===== config.mk =====
export PLATFORM = sky130hd
export DESIGN_NAME = console_uart_tx
export DESIGN_NICKNAME = d
export VERILOG_FILES = /design/src/rtl/console_uart_tx.sv
export SDC_FILE = /design/constraint.sdc
export NUM_CORES = 1
export LEC_CHECK = 0
export ABC_AREA = 0
export BUFFER_PORTS_ARGS = -buffer_cell sky130_fd_sc_hd__buf_2
export CAP_MARGIN = 20
export CORE_ASPECT_RATIO = 0.9
export CORE_MARGIN = 4
export CORE_UTILIZATION = 30
export DETAILED_ROUTE_END_ITERATION = 10
export SETUP_SLACK_MARGIN = 0.05
export SYNTH_ARGS = -nofsm -noshare
export SYNTH_HDL_FRONTEND = slang
export SYNTH_SLANG_ARGS = --single-unit

===== constraint.sdc =====
create_clock -name clk -period 11.74 [get_ports clk]
set_clock_uncertainty 0.05 [all_clocks]
set_input_delay 0.587 -clock clk [delete_from_list [all_inputs] [get_ports clk]]
set_output_delay 0.587 -clock clk [all_outputs]
set_load 0.05 [all_outputs]

===== src/rtl/console_uart_tx.sv =====
// console_uart_tx: memory-mapped console sink for the picorv32 native bus.
//
// CPU stores to ADDR_DATA push a character into a small FIFO; a serializer
// drains the FIFO as 8N1 UART frames on uart_tx. ADDR_STAT returns FIFO and
// shifter status. Both registers answer with a one-cycle registered mem_ready.
//
// Bus handshake: a request is taken in a cycle where sel=1 and mem_ready=0,
// unless it is a data write while the FIFO is full and nothing is popped in
// that same cycle, in which case mem_ready stays low and the request is
// retried each cycle until space appears. mem_ready is high for exactly one
// cycle after the request is taken. mem_rdata is meaningful only while
// mem_ready=1 and is forced to zero otherwise.

module console_uart_tx #(
  parameter logic [31:0] ADDR_DATA  = 32'h1000_0000,
  parameter logic [31:0] ADDR_STAT  = 32'h1000_0004,
  parameter int          CLK_DIV    = 16,
  parameter int          FIFO_DEPTH = 16
) (
  input  logic        clk,
  input  logic        resetn,
  input  logic        mem_valid,
  input  logic [31:0] mem_addr,
  input  logic [31:0] mem_wdata,
  input  logic [3:0]  mem_wstrb,
  output logic        sel,
  output logic        mem_ready,
  output logic [31:0] mem_rdata,
  output logic        uart_tx,
  output logic        busy
);

  // Baud counter width; CLK_DIV >= 2 keeps this at least one bit.
  localparam int BW = $clog2(CLK_DIV);
  // FIFO pointer width (pointers wrap naturally) and occupancy width.
  localparam int PW = $clog2(FIFO_DEPTH);
  localparam int CW = PW + 1;

  localparam logic [BW-1:0] BAUD_RELOAD = BW'(CLK_DIV - 1);
  localparam logic [CW-1:0] COUNT_FULL  = CW'(FIFO_DEPTH);

  typedef enum logic [1:0] {
    S_IDLE  = 2'd0,
    S_START = 2'd1,
    S_DATA  = 2'd2,
    S_STOP  = 2'd3
  } state_e;

  // Serializer state
  state_e        state_q, state_d;
  logic [BW-1:0] baud_q, baud_d;
  logic [2:0]    bit_q, bit_d;
  logic [7:0]    shreg_q, shreg_d;
  logic          tx_q, tx_d;
  logic          busy_q, busy_d;

  // FIFO state
  logic [7:0]    fifo_mem [FIFO_DEPTH];
  logic [PW-1:0] wr_ptr_q, wr_ptr_d;
  logic [PW-1:0] rd_ptr_q, rd_ptr_d;
  logic [CW-1:0] count_q, count_d;
  logic [7:0]    fifo_rd_data;
  logic          fifo_full;
  logic          fifo_empty;

  // Bus response state
  logic          ready_q, ready_d;
  logic [31:0]   rdata_q, rdata_d;

  // Decode / control
  logic          hit_data;
  logic          hit_stat;
  logic          is_write;
  logic          accept;
  logic          push;
  logic          pop;
  logic          baud_done;
  logic [31:0]   stat_word;

  // Only the low byte of the write data is a character.
  logic          unused_wdata;
  assign unused_wdata = ^mem_wdata[31:8];

  assign fifo_full    = (count_q == COUNT_FULL);
  assign fifo_empty   = (count_q == '0);
  assign fifo_rd_data = fifo_mem[rd_ptr_q];

  assign mem_ready = ready_q;
  assign mem_rdata = rdata_q;
  assign uart_tx   = tx_q;
  assign busy      = busy_q;

  // Address decode, accept/stall decision and status word assembly.
  always_comb begin
    hit_data  = (mem_addr == ADDR_DATA);
    hit_stat  = (mem_addr == ADDR_STAT);
    is_write  = (mem_wstrb != 4'b0000);
    sel       = mem_valid && (hit_data || hit_stat);
    // A data write into a full FIFO waits, but a pop in the same cycle
    // frees the slot it needs, so it goes through immediately.
    accept    = sel && !ready_q && !(hit_data && is_write && fifo_full && !pop);
    push      = accept && hit_data && mem_wstrb[0];
    stat_word = {16'h0000, 8'(count_q), 5'b00000,
                 (state_q != S_IDLE), fifo_empty, fifo_full};
  end

  // Registered one-cycle acknowledge and read data (zero unless a read is acked).
  always_comb begin
    ready_d = accept;
    rdata_d = '0;
    if (accept && !is_write && hit_stat) begin
      rdata_d = stat_word;
    end
  end

  // FIFO pointer and occupancy update; push and pop may coincide.
  always_comb begin
    wr_ptr_d = wr_ptr_q;
    rd_ptr_d = rd_ptr_q;
    count_d  = count_q;
    if (push) begin
      wr_ptr_d = wr_ptr_q + PW'(1);
    end
    if (pop) begin
      rd_ptr_d = rd_ptr_q + PW'(1);
    end
    case ({push, pop})
      2'b10:   count_d = count_q + CW'(1);
      2'b01:   count_d = count_q - CW'(1);
      default: count_d = count_q;
    endcase
  end

  // Serializer next state: every state or bit change reloads the baud counter.
  always_comb begin
    state_d   = state_q;
    baud_d    = baud_q;
    bit_d     = bit_q;
    shreg_d   = shreg_q;
    pop       = 1'b0;
    baud_done = (baud_q == '0);

    case (state_q)
      S_IDLE: begin
        if (!fifo_empty) begin
          pop     = 1'b1;
          shreg_d = fifo_rd_data;
          state_d = S_START;
          baud_d  = BAUD_RELOAD;
        end
      end

      S_START: begin
        if (baud_done) begin
          state_d = S_DATA;
          baud_d  = BAUD_RELOAD;
        end else begin
          baud_d = baud_q - BW'(1);
        end
      end

      S_DATA: begin
        if (baud_done) begin
          baud_d  = BAUD_RELOAD;
          shreg_d = {1'b0, shreg_q[7:1]};
          // The bit counter wraps 7 -> 0 on the way out, ready for the next frame.
          bit_d   = bit_q + 3'd1;
          if (bit_q == 3'd7) begin
            state_d = S_STOP;
          end
        end else begin
          baud_d = baud_q - BW'(1);
        end
      end

      S_STOP: begin
        if (baud_done) begin
          baud_d = BAUD_RELOAD;
          // Chain straight into the next start bit so frames are contiguous.
          if (!fifo_empty) begin
            pop     = 1'b1;
            shreg_d = fifo_rd_data;
            state_d = S_START;
          end else begin
            state_d = S_IDLE;
          end
        end else begin
          baud_d = baud_q - BW'(1);
        end
      end

      default: begin
        state_d = S_IDLE;
      end
    endcase
  end

  // Line level and busy are registered from next-state values so the pin is glitch-free.
  always_comb begin
    tx_d = 1'b1;
    case (state_d)
      S_START: tx_d = 1'b0;
      S_DATA:  tx_d = shreg_d[0];
      default: tx_d = 1'b1;
    endcase
    busy_d = (count_d != '0) || (state_d != S_IDLE);
  end

  // All control state; synchronous active-low reset flushes FIFO and drops any pending ack.
  always_ff @(posedge clk) begin
    if (!resetn) begin
      state_q  <= S_IDLE;
      baud_q   <= '0;
      bit_q    <= '0;
      shreg_q  <= '0;
      tx_q     <= 1'b1;
      busy_q   <= 1'b0;
      wr_ptr_q <= '0;
      rd_ptr_q <= '0;
      count_q  <= '0;
      ready_q  <= 1'b0;
      rdata_q  <= '0;
    end else begin
      state_q  <= state_d;
      baud_q   <= baud_d;
      bit_q    <= bit_d;
      shreg_q  <= shreg_d;
      tx_q     <= tx_d;
      busy_q   <= busy_d;
      wr_ptr_q <= wr_ptr_d;
      rd_ptr_q <= rd_ptr_d;
      count_q  <= count_d;
      ready_q  <= ready_d;
      rdata_q  <= rdata_d;
    end
  end

  // Character storage; contents need no reset since pointers define validity.
  always_ff @(posedge clk) begin
    if (push) begin
      fifo_mem[wr_ptr_q] <= mem_wdata[7:0];
    end
  end

endmodule


### Word-level counts from Yosys, hierarchy flattened

Memories as Yosys holds them, arrays and structs flattened. A register that Yosys moved wholly into a read port is not among the register bits.
Index checks and enable logic that the tools add are counted.

| operators by class | value |
|---|---|
| add/sub/neg operators | 6 |
| multiply operators | 0 |
| div/mod/pow operators | 0 |
| magnitude comparators | 0 |
| equality and inequality tests | 14 |
| shifts and indexed selects | 0 |
| multiplexer cells | 23 |
| bitwise logic cells | 0 |
| reduce and logical (&&, ||, !) cells | 28 |

Operator list:

| cell | count |
|---|---|
| == test 32 x 29 -> 1 bit (second input constant) | 2 |
| 2-to-1 mux 8 bit | 3 |
| one-hot mux 8 bit (3 select lines) | 1 |
| 2-to-1 mux 4 bit | 4 |
| logical AND 1 bit | 10 |
| 2-to-1 mux 2 bit | 5 |
| one-hot mux 5 bit (2 select lines) | 1 |
| adder 4 x 1 -> 4 bit (second input constant) | 2 |
| == test 2 bit (second input constant) | 4 |
| one-hot mux 2 bit (4 select lines) | 1 |
| one-hot mux 4 bit (2 select lines) | 1 |
| == test 2 x 1 -> 1 bit (second input constant) | 3 |
| != test 2 bit (second input constant) | 3 |
| adder 5 x 1 -> 5 bit (second input constant) | 1 |
| == test 5 bit (second input constant) | 1 |
| logical NOT 5 bit | 1 |
| 2-to-1 mux 1 bit | 5 |
| nonzero test 5 bit | 1 |
| subtractor 5 x 1 -> 5 bit (second input constant) | 1 |
| logical NOT 1 bit | 4 |
| logical NOT 4 bit | 1 |
| one-hot mux 1 bit (2 select lines) | 2 |
| AND reduction 2 bit | 2 |
| nonzero test 2 bit | 2 |
| other kinds (9) | 10 |

| storage, ports and cells | value |
|---|---|
| bits in registers | 65 |
| bits in latches | 0 |
| RAM bits | 128 |
| ROM bits | 0 |
| bits of input ports | 71 |
| memories kept | 1 |

Memory list:

| memory | depth | bits a word | rd ports | clocked after memory_dff | write ports | line | text |
|---|---|---|---|---|---|---|---|
| fifo_mem | 16 | 8 | 1 | 1 | 1 | 58 | `logic [7:0] fifo_mem [FIFO_DEPTH];` |

### Longest topological paths before layout

Gate-level depths: netlist (run 1).

| logic depth | value |
|---|---|
| depth in word-level cells | 14 |
| mapped depth | 18 |

### Worst setup path before layout (run 1)

Ideal clock, no wire load.

| path | value |
|---|---|
| path type | input-to-reg |
| from | input mem_wstrb[1] |
| to | register busy_q, in the netlist busy |
| library setup time | 0.125 ns |
| arrival time | 3.613 ns |
| setup slack | 7.952 ns |
| stages | 16 |
| path buffers | 2 |
| cells stage by stage | nor4_2 > nor4_4 > a2111oi_4 > and2_1 > buf_2 > inv_2 > ha_1 > clkbuf_1 > xor2_1 > ha_1 > a21oi_1 > xor2_1 > xnor2_1 > o41ai_1 > nand2_1 > o41a_1 |

| on the way | value |
|---|---|
| word-level cells in the longest chain between the ends | 12 |

Ends and longest elaborated chain:

| element | line | text |
|---|---|---|
| start: declaration | 25 | `input logic [3:0] mem_wstrb,` |
| nonzero test 4 bit (*) | 97 | `is_write = (mem_wstrb != 4'b0000);` |
| logical AND 1 bit (*) (3 in a row) | 101 | `accept = sel && !ready_q && !(hit_data && is_write && fifo_full && !pop);` |
| logical NOT 1 bit (*) | 101 |  |
| logical AND 1 bit (*) | 101 |  |
| logical AND 1 bit (*) (2 in a row) | 102 | `push = accept && hit_data && mem_wstrb[0];` |
| == test 2 x 1 -> 1 bit or == test 2 bit (tied branches) | 127 | `case ({push, pop})` |
| one-hot mux 5 bit (2 select lines) (*) | 127 |  |
| nonzero test 5 bit (*) | 206 | `busy_d = (count_d != '0) \|\| (state_d != S_IDLE);` |
| logical OR 1 bit (*) | 206 |  |
| end signal: assignment | 229 | `busy_q <= busy_d;` |
| end: declaration | 55 | `logic busy_q, busy_d;` |

Mark *: on every way between the ends. The rest lies on a longest branch, timed or not.
A chain may end at the register's enable or synchronous reset.

### Worst setup path after layout (run 1)

| path | value |
|---|---|
| from | register state_q[1] |
| to | register busy_q, in the netlist busy |

| on the way | value |
|---|---|
| word-level cells in the longest chain between the ends | 12 |

Ends and longest elaborated chain:

| element | line | text |
|---|---|---|
| start: declaration | 50 | `state_e state_q, state_d;` |
| start signal: assignment | 224 | `state_q <= state_d;` |
| == test 2 bit or logical NOT 2 bit (tied branches) | 143 | `case (state_q)` |
| one-hot mux 1 bit (2 select lines) | 143 |  |
| logical NOT 1 bit | 101 |  |
| logical AND 1 bit | 101 |  |
| logical NOT 1 bit | 101 |  |
| logical AND 1 bit | 101 |  |
| logical AND 1 bit (2 in a row) | 102 |  |
| == test 2 x 1 -> 1 bit or == test 2 bit (tied branches) | 127 |  |
| one-hot mux 5 bit (2 select lines) | 127 |  |
| nonzero test 5 bit | 206 |  |
| logical OR 1 bit (*) | 206 |  |

Marks and branches as above.

==> impl_metrics.ini, run 1 <==
[final_layout]
multi_input_area_sq_um = 2544
drive_gt1_share_pct = 23.99
area_growth_pct = 15.40
final_cells = 907
num-nets-final = 646
fill_cells = 2334
fin_area_sq_um = 8730
antennaDiodeCount = 0
register_area_sq_um = 4746
postLayoutCoreUtil_pct = 35.59

[floorplanning]
die_area_sq_um = 27820
start_util_pct = 30.84
core-area_sq_um = 24530
die_x_um = 175.4
dieHeight_um = 158.6
io_pins = 107
rows = 54

[drt]
drt-pass1-iter-count = 4
wirelength_um = 15420
wl_per_cell_um = 17.00
ant_nets = 0
vias = 4265
drc = 0
viasPerCell = 4.702
drt-initial-drc-count = 290

[power_and_ir_drop]
power.leakage_uw = 0.003016
ir_drop_mv = 0.08438
pwr_density_cell_nw_per_um2 = 181.7

[synthesis]
async_flop_share_pct = 0
synth-edff-count = 128
synth-main-ff-cell = edfxtp_1
syn_area_sq_um = 7565
yosysSeqAreaShare_pct = 62.72
yosysTopAreaCell = edfxtp_1
synthDistinctLibCells = 57
synth_top_area_share_pct = 50.81
synth_seq_cells = 173
avgSynthCellArea_sq_um = 15.16
syn_inst = 499
ys.warnings.count = 0
synthTopCellsByArea = edfxtp_1, dfxtp_1, mux4_2

[grt]
grt_pass1_vias = 4201
antenna_found_initial = 1
overflow = 0
grt_pass1_wl_um = 23560
grt_usage_pct = 11.13
grt_start_max_net_pins = 32

[critical_path]
crit_required_ns = 11.98
arrival_ns = 4.61
path_class = reg2reg
crit_path_max_fanout = 8
end_kind = flip-flop
critPathLaunchType = flip-flop

[placement]
gp_congestion = 0.8008
dp.cells = 872
hpwl_um = 10090
portBuffers = 58
dpl-instance-area_sq_um = 8092

[timing]
rsz0062_at_grt = false
finalHoldViolCount = 0
tightest_slew_ns = 1.158
setup_violations = 0
whs_ns = 0.4339
slew_headroom_pct = 22.53
post-route-period-util_pct = 37.14
fmax_ghz = 0.2294
slew_viol_final = 0
fin_crit_ns = 4.360
finalSetupTns_ns = 0

[clocking]
postCtsHoldBufs = 0
clk_latency_ns = 0.43
numCtsBuffers = 17
tritoncts = built
post-cts-setup-buffers = 0
clockBufferDepth = 2
htreeDepth = 4
cts-root-buf = clkbuf_16
cts.sinks = 173
cts_resized = 0
clk_pin_slew_ns = 0.07

[run_status]
status = completed

[job]
cap_violations = 0

[hold_path]
hp-class = reg2reg
==> cell usage after synthesis (all sizes together), types with 3 or more instances <==
| library cell | instances |
|---|---|
| clkbuf | 15 |
| ha | 17 |
| or3 | 3 |
| nor3 | 9 |
| nor2b | 9 |
| inv | 13 |
| nand2 | 25 |
| nand2b | 4 |
| mux4 | 38 |
| nand4 | 6 |
| a21oi | 21 |
| nor4 | 9 |
| xnor2 | 8 |
| o211a | 3 |
| edfxtp | 128 |
| nand3 | 7 |
| and2 | 23 |
| mux2i | 7 |
| buf | 33 |
| xor2 | 6 |
| nor3b | 4 |
| dfxtp | 45 |
| a221oi | 7 |
| nor2 | 30 |
==> cells in the final DEF, fill, tap and decap left out, types with 4 or more instances in the layout <==
master / synthesis / routed
conb_1: 1 / 24
xor2_1: 6 / 6
nand2b_1: 4 / 4
nor2b_1: 9 / 9
a21oi_1: 21 / 21
a221oi_1: 7 / 7
inv_6: 0 / 6
nand3_1: 6 / 6
nand2_1: 25 / 25
edfxtp_1: 128 / 128
xnor2_1: 8 / 8
nor2_1: 29 / 29
nand4_1: 6 / 6
dfxtp_1: 45 / 44
and2_1: 23 / 23
clkbuf_16: 0 / 17
mux4_2: 26 / 26
mux2i_1: 7 / 7
nor3_1: 9 / 7
buf_2: 5 / 58
inv_1: 12 / 12
mux4_1: 12 / 12
nor4_1: 7 / 7
ha_1: 17 / 17
==> final timing paths <==
| check | start | end | slack [ns] | cells after the start |
|---|---|---|---|---|
| hold / removal | count_q[4]$_SDFF_PN0_ | mem_rdata[12]$_SDFF_PN0_ | 0.43 | 1 |
| hold reg to reg | count_q[4]$_SDFF_PN0_ | mem_rdata[12]$_SDFF_PN0_ | 0.43 | 1 |
| setup reg to reg | state_q[1]$_SDFF_PN0_ | busy$_SDFF_PN0_ | 7.38 | 15 |
| setup / recovery | state_q[1]$_SDFF_PN0_ | busy$_SDFF_PN0_ | 7.38 | 15 |
==> worst max-delay path: stages, from the launching register on <==
cell and delay [ns]:
dfxtp_1 0.45, ha_1 0.25, and4bb_2 0.33, o21bai_1 0.16, a2111oi_4 0.52, and2_1 0.37
inv_2 0.07, ha_1 0.32, xor2_1 0.19, ha_1 0.24, a21oi_1 0.17, xor2_1 0.25
xnor2_1 0.09, o41ai_1 0.33, nand2_1 0.10, o41a_1 0.34
==> cell type report <==
| class | count | area share [%] |
|---|---|---|
| clock buffers | 17 | 4.873 |
| flip-flops and latches | 173 | 54.36 |
| repair buffers | 65 | 4.200 |
| inverters | 13 | 0.5590 |
| well taps | 336 | 4.816 |
| multi-input cells | 288 | 29.14 |
| clock inverters | 15 | 2.050 |
==> routing by layer <==
layer	track usage, %	vias to the layer above	share of wire (%)
met5	0	-	0.052
met4	2.917	2	1.1
met3	3.253	15	8.3
met2	17.79	157	46
met1	15.02	2112	44
li1	-	1979	-
==> cells by family (layout without fill, tap and decap cells) <==
| logic type | count (synthesis) | count (layout) | synth area share [%] |
|---|---|---|---|
| AO/OA/AOI/OAI | 50 | 50 | 4.780 |
| buffers and inverters | 61 | 110 | 4.929 |
| multiplexers | 47 | 47 | 13.13 |
| other | 1 | 24 | 0.04957 |
| flip-flops | 173 | 173 | 62.72 |
| AND/OR/NAND/NOR | 136 | 136 | 9.957 |
| XOR/XNOR | 14 | 14 | 1.621 |
| adder cells (fa/ha/maj) | 17 | 17 | 2.812 |
==> state kept, by name (all words and copies together), names as in the netlist, named ones only <==
| signal | flops |
|---|---|
| mem_ready | 1 |
| bit_q | 3 |
| rd_ptr_q | 4 |
| state_q | 2 |
| baud_q | 4 |
| mem_rdata | 8 |
| shreg_q | 8 |
| busy | 1 |
| wr_ptr_q | 4 |
| fifo_mem | 128 |
| count_q | 5 |
| uart_tx | 1 |
==> power breakdown <==
group | leakage (uW) | internal [uW] | switching (uW)
registers | 0.00151 | 675 | 27.4
clock network | 0.000298 | 321 | 251
logic | 0.00120 | 128 | 184
==> per-stage QoR <==
stage                     power [uW]  setup slack, ns
final                           1586            7.380
after global routing            1658            7.175
after global placement          1006            7.415
after CTS                       1594            7.413
after detailed placement        1026            7.312
after floorplan                967.8            7.952
Note: power is estimated with default switching activity, not from simulation.
==> run 2: changes to the inputs <==
==> constraint.sdc (replaced) <==
create_clock -name clk -period 4.25 [get_ports clk]
set_clock_uncertainty 0.05 [all_clocks]
set_input_delay 0.2125 -clock clk [delete_from_list [all_inputs] [get_ports clk]]
set_output_delay 0.2125 -clock clk [all_outputs]
set_load 0.05 [all_outputs]
==> run 2 against run 1 <==
  * Hold slack worse by 0.32 ns
  * Flip-flop and latch count stayed put
  * Clock power grew to 2.6 times the previous value
  * Critical path depth stayed put
  * Via count is 3.8% higher
  * Sequential power grew to 2.8 times the previous value
  * Cell count is 1.1% higher
  * Core utilization hardly changed
  * Count of clock-buffer cells in the layout is 2 higher
  * Combinational power grew to 2.8 times the previous value
  * Global-route usage is 0.33 points higher
  * Critical endpoint unchanged
  * Largest cell class unchanged
  * Highest routed layer unchanged
==> impl_metrics.ini, run 2 (synthesis gave the netlist of run 1 again) <==
[grt]
grt_pass1_vias = 4366
antenna_found_initial = 1
overflow = 0
grt_usage_pct = 11.46
grt_start_max_net_pins = 32
grt_pass1_wl_um = 24250

[timing]
slew_headroom_pct = 29.16
finalSetupTns_ns = 0
worst_slack_ns = 0.2834
setup_violations = 0
rsz0062_at_grt = false
fin_crit_ns = 3.967
post-route-period-util_pct = 93.33
finalHoldViolCount = 0
fmax_ghz = 0.2521
slew_viol_final = 0
tightest_slew_ns = 1.059

[critical_path]
reg2reg_to = busy$_SDFF_PN0_
critPathLaunchType = flip-flop
arrival_ns = 4.23
r2r-start = state_q[1]$_SDFF_PN0_
crit_required_ns = 4.51
rr_worst_depth = 15
crit_slowest_cell = dfxtp_1
cpMostUsedCell = ha_1
path_class = reg2reg
cpPeakStageDelay_ns = 0.45
crit_path_max_fanout = 8
end_kind = flip-flop
r2r_slack_ns = 0.28
crit_chain = ha_1, and4bb_2, o21bai_1, a2111oi_4, and2_4, inv_2, ha_1, xor2_1, ha_1, a21oi_1, xor2_1, xnor2_1, o41ai_2, nand2_1, o41a_1

[clocking]
cts-root-buf = clkbuf_16
clockBufferDepth = 2
clk_latency_ns = 0.43
numCtsBuffers = 17
htreeDepth = 4
clk_pin_slew_ns = 0.07
post-cts-setup-buffers = 0
tritoncts = built
cts.sinks = 173

[floorplanning]
io_pins = 107
rows = 54
die_x_um = 175.4
dieHeight_um = 158.6
core-area_sq_um = 24530
die_area_sq_um = 27820
start_util_pct = 30.84

[run_status]
status = completed

[drt]
vias = 4426
wl_per_cell_um = 17.38
drt-initial-drc-count = 356
wirelength_um = 15940
drt-pass1-iter-count = 5
ant_nets = 0
drc = 0
viasPerCell = 4.827

[power_and_ir_drop]
power.switching_uw = 1293
pwr_density_cell_nw_per_um2 = 491.1
combinationalPowerShare_pct = 20.3
p_int_uw = 2994
power.leakage_uw = 0.003025
netSwitchingFraction_pct = 30.16
ir_drop_mv = 0.2190
p_seq_share_pct = 45.5
power_frac_clock_pct = 34.2

[placement]
gp_congestion = 0.8026
dpl-instance-area_sq_um = 8167
portBuffers = 58
dpl_worst_slack_ns = 0.1365
hpwl_um = 10560

[final_layout]
final_common_cell = edfxtp_1
largest_register_ffs = 128
drive_gt1_share_pct = 25.13
fill_cells = 2306
area_growth_pct = 15.42
postLayoutCoreUtil_pct = 35.60
mostFrequentLayoutCells = edfxtp_1, buf_2, dfxtp_1, nor2_1, mux4_2
antennaDiodeCount = 0
fin_area_sq_um = 8731
num-nets-final = 656
top_register = fifo_mem

[job]
cap_violations = 0

[hold_path]
hold_path_end = fifo_mem[14][7]$_DFFE_PP_
hp-start = mem_wdata[7]
hp-class = in2reg
holdPathStages = 1
-- run 2: cell types whose count changed in the layout (fill, tap and decap cells not counted), sizes merged --
cell,previous run,this run
buf,65,75
bufinv,2,0
clkbuf,17,19
clkinv,6,3
clkinvlp,0,2
inv,20,21
-- run 2: final cells by class --
type | instances | area [sq um] | area share, %
tap | 336 | 420.4 | 4.815
sequential | 173 | 4746 | 54.36
multi-input combinational | 288 | 2544 | 29.13
timing repair buffer | 75 | 417.9 | 4.786
inverter | 13 | 48.80 | 0.5589
clock inverter | 13 | 121.4 | 1.390
clock buffer | 19 | 432.9 | 4.958
-- run 2: layer usage --
metal / part of all wire (%) / wire, um / global-route usage, % / up-vias
li1: - / - / - / 1994
met1: 43 / 6894 / 14.48 / 2228
met2: 48 / 7612 / 19.23 / 191
met3: 8.4 / 1340 / 3.941 / 11
met4: 0.50 / 79 / 2.618 / 2
met5: 0.082 / 13 / 0 / -
-- run 2: timing repair --
item	in CTS	in global routing
setup endpoints to repair	0	1
hold buffers	0	0
gates resized for setup	0	3
-- run 2: through the flow --
| step | std cells | hold WS (ns) | total power, uW |
|---|---|---|---|
| after floorplan | 522 | 0.2614 | 2674 |
| after global routing | 917 | 0.1031 | 4481 |
| after global placement | 885 | 0.4215 | 2788 |
| final | 917 | 0.1119 | 4287 |
| after detailed placement | 885 | 0.4423 | 2840 |
| after CTS | 917 | 0.08986 | 4304 |
-- run 2: critical path: cells and delay by family, from the launching register on --
family	cells	cell delay [ns]
xor+xnor	3	0.57
flops	1	0.45
fa+ha+maj	3	0.79
compound gates	5	1.27
simple gates	3	0.67
buf+inv	1	0.05
-- run 2: worst max path at each step --
| stage | from | to | slack [ns] | cells past startpoint |
|---|---|---|---|---|
| after CTS | state_q[1]$_SDFF_PN0_ | busy$_SDFF_PN0_ | 0.10 | 15 |
| after global placement | state_q[1]$_SDFF_PN0_ | busy$_SDFF_PN0_ | 0.34 | 15 |
| final | state_q[1]$_SDFF_PN0_ | busy$_SDFF_PN0_ | 0.28 | 15 |
| after global routing | state_q[1]$_SDFF_PN0_ | busy$_SDFF_PN0_ | 0.09 | 15 |
| after detailed placement | state_q[1]$_SDFF_PN0_ | busy$_SDFF_PN0_ | 0.14 | 15 |
| after floorplan | state_q[1]$_SDFF_PN0_ | busy$_SDFF_PN0_ | 0.57 | 17 |
-- run 2: power groups by stage --
stage          combinational, uW  sequential [uW]  clock (uW)
3_3_place_gp                 804             1980           0
5_1_grt                      949             1960        1570
6_report                     869             1950        1470
3_5_place_dp                 851             1990           0
4_1_cts                      855             1950        1500
2_1_floorplan                722             1950           0
==> run 3: changes to the inputs <==
--- a/config.mk
+++ b/config.mk
@@ -5,7 +5,7 @@
 export SDC_FILE = /design/constraint.sdc
 export NUM_CORES = 1
 export LEC_CHECK = 0
-export ABC_AREA = 0
+export ABC_AREA = 1
 export BUFFER_PORTS_ARGS = -buffer_cell sky130_fd_sc_hd__buf_2
 export CAP_MARGIN = 20
 export CORE_ASPECT_RATIO = 0.9
==> run 3 against run 2 <==
  * Non-clock buffer count fell by 13
  * Via count rose by 27%
  * Cell area rose by 3.1%
  * Combinational power rose by 94%
  * Critical path depth rose by 6
  * Die area rose by 4.7%
  * Sequential share of layout area fell by 1.6 points
  * Critical endpoint unchanged
  * Largest power group unchanged
==> impl_metrics.ini, run 3 <==
[run_status]
status = completed

[final_layout]
fill_cells = 2643
num-nets-final = 976
final_common_cell = nand2_1
largest_register_ffs = 128
mostFrequentLayoutCells = nand2_1, nor2_1, edfxtp_1, nand3_1, inv_1
drive_gt1_share_pct = 12.68
antennaDiodeCount = 0
area_growth_pct = 13.45
top_register = fifo_mem
fin_area_sq_um = 9002

[floorplanning]
dieHeight_um = 162.3
start_util_pct = 30.44
rows = 56
core-area_sq_um = 26070
die_area_sq_um = 29120
io_pins = 107
die_x_um = 179.4

[power_and_ir_drop]
ir_drop_mv = 0.2807
power_uw = 5058
power.leakage_uw = 0.003640
pwr_density_cell_nw_per_um2 = 561.9

[clocking]
clk_latency_ns = 0.43
post-cts-setup-buffers = 0
htreeDepth = 4
clk_pin_slew_ns = 0.07
numCtsBuffers = 17
postCtsHoldBufs = 0
tritoncts = built
cts-root-buf = clkbuf_16
cts.sinks = 173
clockBufferDepth = 2
cts_resized = 0

[drt]
wirelength_um = 17530
drt-initial-drc-count = 388
drc = 0
ant_nets = 0
wl_per_cell_um = 14.06
viasPerCell = 4.518
vias = 5634
drt-pass1-iter-count = 5

[synthesis]
synthDistinctLibCells = 40
synthMuxAreaShare_pct = 0.1261
syn_area_sq_um = 7935
async_flop_share_pct = 0
synth_compound_area_share_pct = 6.071
synthTopCellsByArea = edfxtp_1, dfxtp_1, nand2_1
synthSimpleGateAreaFrac_pct = 23.32
synth_commonest_cells = nand2_1, nor2_1, edfxtp_1, nand3_1, inv_1
synth_top_area_share_pct = 48.44
yosysTopAreaCell = edfxtp_1
yosysSeqAreaShare_pct = 59.79
syn_inst = 836
synth_seq_cells = 173
synth-main-ff-cell = edfxtp_1
synth_xor_area_share_pct = 0.7726
avgSynthCellArea_sq_um = 9.492
synth.most_common_cell = nand2_1
ys.warnings.count = 0
synthAdderAreaFrac_pct = 2.681
synth-edff-count = 128
synth_top_family_by_area = simple AND/OR/NAND/NOR gates

[job]
cap_violations = 0

[critical_path]
crit_path_max_fanout = 9
crit_required_ns = 4.53
reg2reg_to = busy$_SDFF_PN0_
end_kind = flip-flop
r2r_slack_ns = 0.93
critPathLaunchType = flip-flop
path_class = reg2reg
r2r-start = state_q[1]$_SDFF_PN0_
rr_worst_depth = 21
arrival_ns = 3.60

[timing]
fmax_ghz = 0.3008
setup_violations = 0
fin_crit_ns = 3.325
rsz0062_at_grt = false
slew_viol_final = 0
finalHoldViolCount = 0
post-route-period-util_pct = 78.22
finalSetupTns_ns = 0
worst_slack_ns = 0.9255
slew_headroom_pct = 43.43
tightest_slew_ns = 0.8454

[placement]
portBuffers = 58
gp_congestion = 0.7797
hpwl_um = 11060
dpl_worst_slack_ns = 0.9447
dpl-instance-area_sq_um = 8463

[hold_path]
hp-class = in2reg
hp-start = mem_valid
hold_path_end = mem_ready$_SDFF_PN0_
holdPathStages = 3

[grt]
antenna_found_initial = 0
grt_pass1_wl_um = 27600
grt_pass1_vias = 5290
grt_start_max_net_pins = 65
grt_usage_pct = 11.98
overflow = 0
==> run 3: changes by cell type after synthesis, moves of 23 or more <==
cell	before	now
and2_1	23	0
mux4_2	26	0
nor2_1	29	145
o21ai_0	1	59
nand3_1	6	78
nand2_1	25	176
inv_1	12	64
==> run 3: final cells by class <==
type                       instances  area [sq um]  share of cell area, %
sequential                       173          4746                  52.72
multi-input combinational        566          2706                  30.06
tap                              348         435.4                  4.837
clock buffer                      18         429.2                  4.767
timing repair buffer              62         332.8                  3.697
inverter                          68         262.8                  2.919
clock inverter                    12         90.09                  1.001
==> run 3: critical path, stage by stage (launching register included) <==
cell and delay (ns):
dfxtp_1 0.42, ha_1 0.27, nand3_2 0.12, nand2_4 0.13, nand3b_4 0.13, nand3_1 0.12, nand2_2 0.10, nor2_8 0.14
nand2_4 0.12, ha_1 0.34, xor2_1 0.19, ha_1 0.20, a21oi_1 0.16, inv_1 0.07, nand3_1 0.10, nand2_1 0.06
nand2_1 0.06, nand2_1 0.04, mux2i_1 0.20, nand3_1 0.11, nand2_1 0.07, inv_1 0.04
==> run 3: cells by family (layout without fill, tap and decap cells) <==
logic type	Yosys count	in the layout
XOR/XNOR	7	7
adder cells (fa/ha/maj)	17	17
other	1	24
buffers and inverters	120	160
AND/OR/NAND/NOR	427	427
flip-flops	173	173
AO/OA/AOI/OAI	90	90
multiplexers	1	1
==> run 3: metal layers <==
metal	wire, um	part of all wire, %	vias to the layer above	GRT usage (%)
li1	-	-	2825	-
met1	7827	45	2604	15.40
met2	8256	47	178	19.72
met3	995	5.7	27	2.665
met4	448	2.6	0	4.952
met5	0	0	-	0
==> run 3: worst max path at each step <==
| stage | end | from | cells after the start | slack, ns |
|---|---|---|---|---|
| floorplan | busy$_SDFF_PN0_ | state_q[1]$_SDFF_PN0_ | 22 | 1.30 |
| global placement | busy$_SDFF_PN0_ | state_q[1]$_SDFF_PN0_ | 21 | 0.96 |
| detailed placement | busy$_SDFF_PN0_ | state_q[1]$_SDFF_PN0_ | 21 | 0.94 |
| CTS | busy$_SDFF_PN0_ | state_q[1]$_SDFF_PN0_ | 21 | 0.93 |
| global route | busy$_SDFF_PN0_ | state_q[1]$_SDFF_PN0_ | 21 | 0.66 |
| finish | busy$_SDFF_PN0_ | state_q[1]$_SDFF_PN0_ | 21 | 0.93 |
==> run 3: per-stage QoR <==
| stage | instances | utilization [%] | hold slack (ns) |
|---|---|---|---|
| after floorplan | 859 | - | 0.2614 |
| after global placement | 1216 | 32.47 | 0.4010 |
| after detailed placement | 1216 | 32.47 | 0.4168 |
| after CTS | 1246 | 34.46 | 0.07456 |
| after global routing | 1247 | 34.54 | 0.08441 |
| final | 1247 | 34.54 | 0.08875 |
==> run 3: report_power, final <==
group / switching (uW) / leakage (uW) / internal [uW]
logic: 1130 / 0.00188 / 555
registers: 71.0 / 0.00152 / 1900
clock network: 649 / 0.000246 / 746
total: 1850 / 0.00364 / 3200
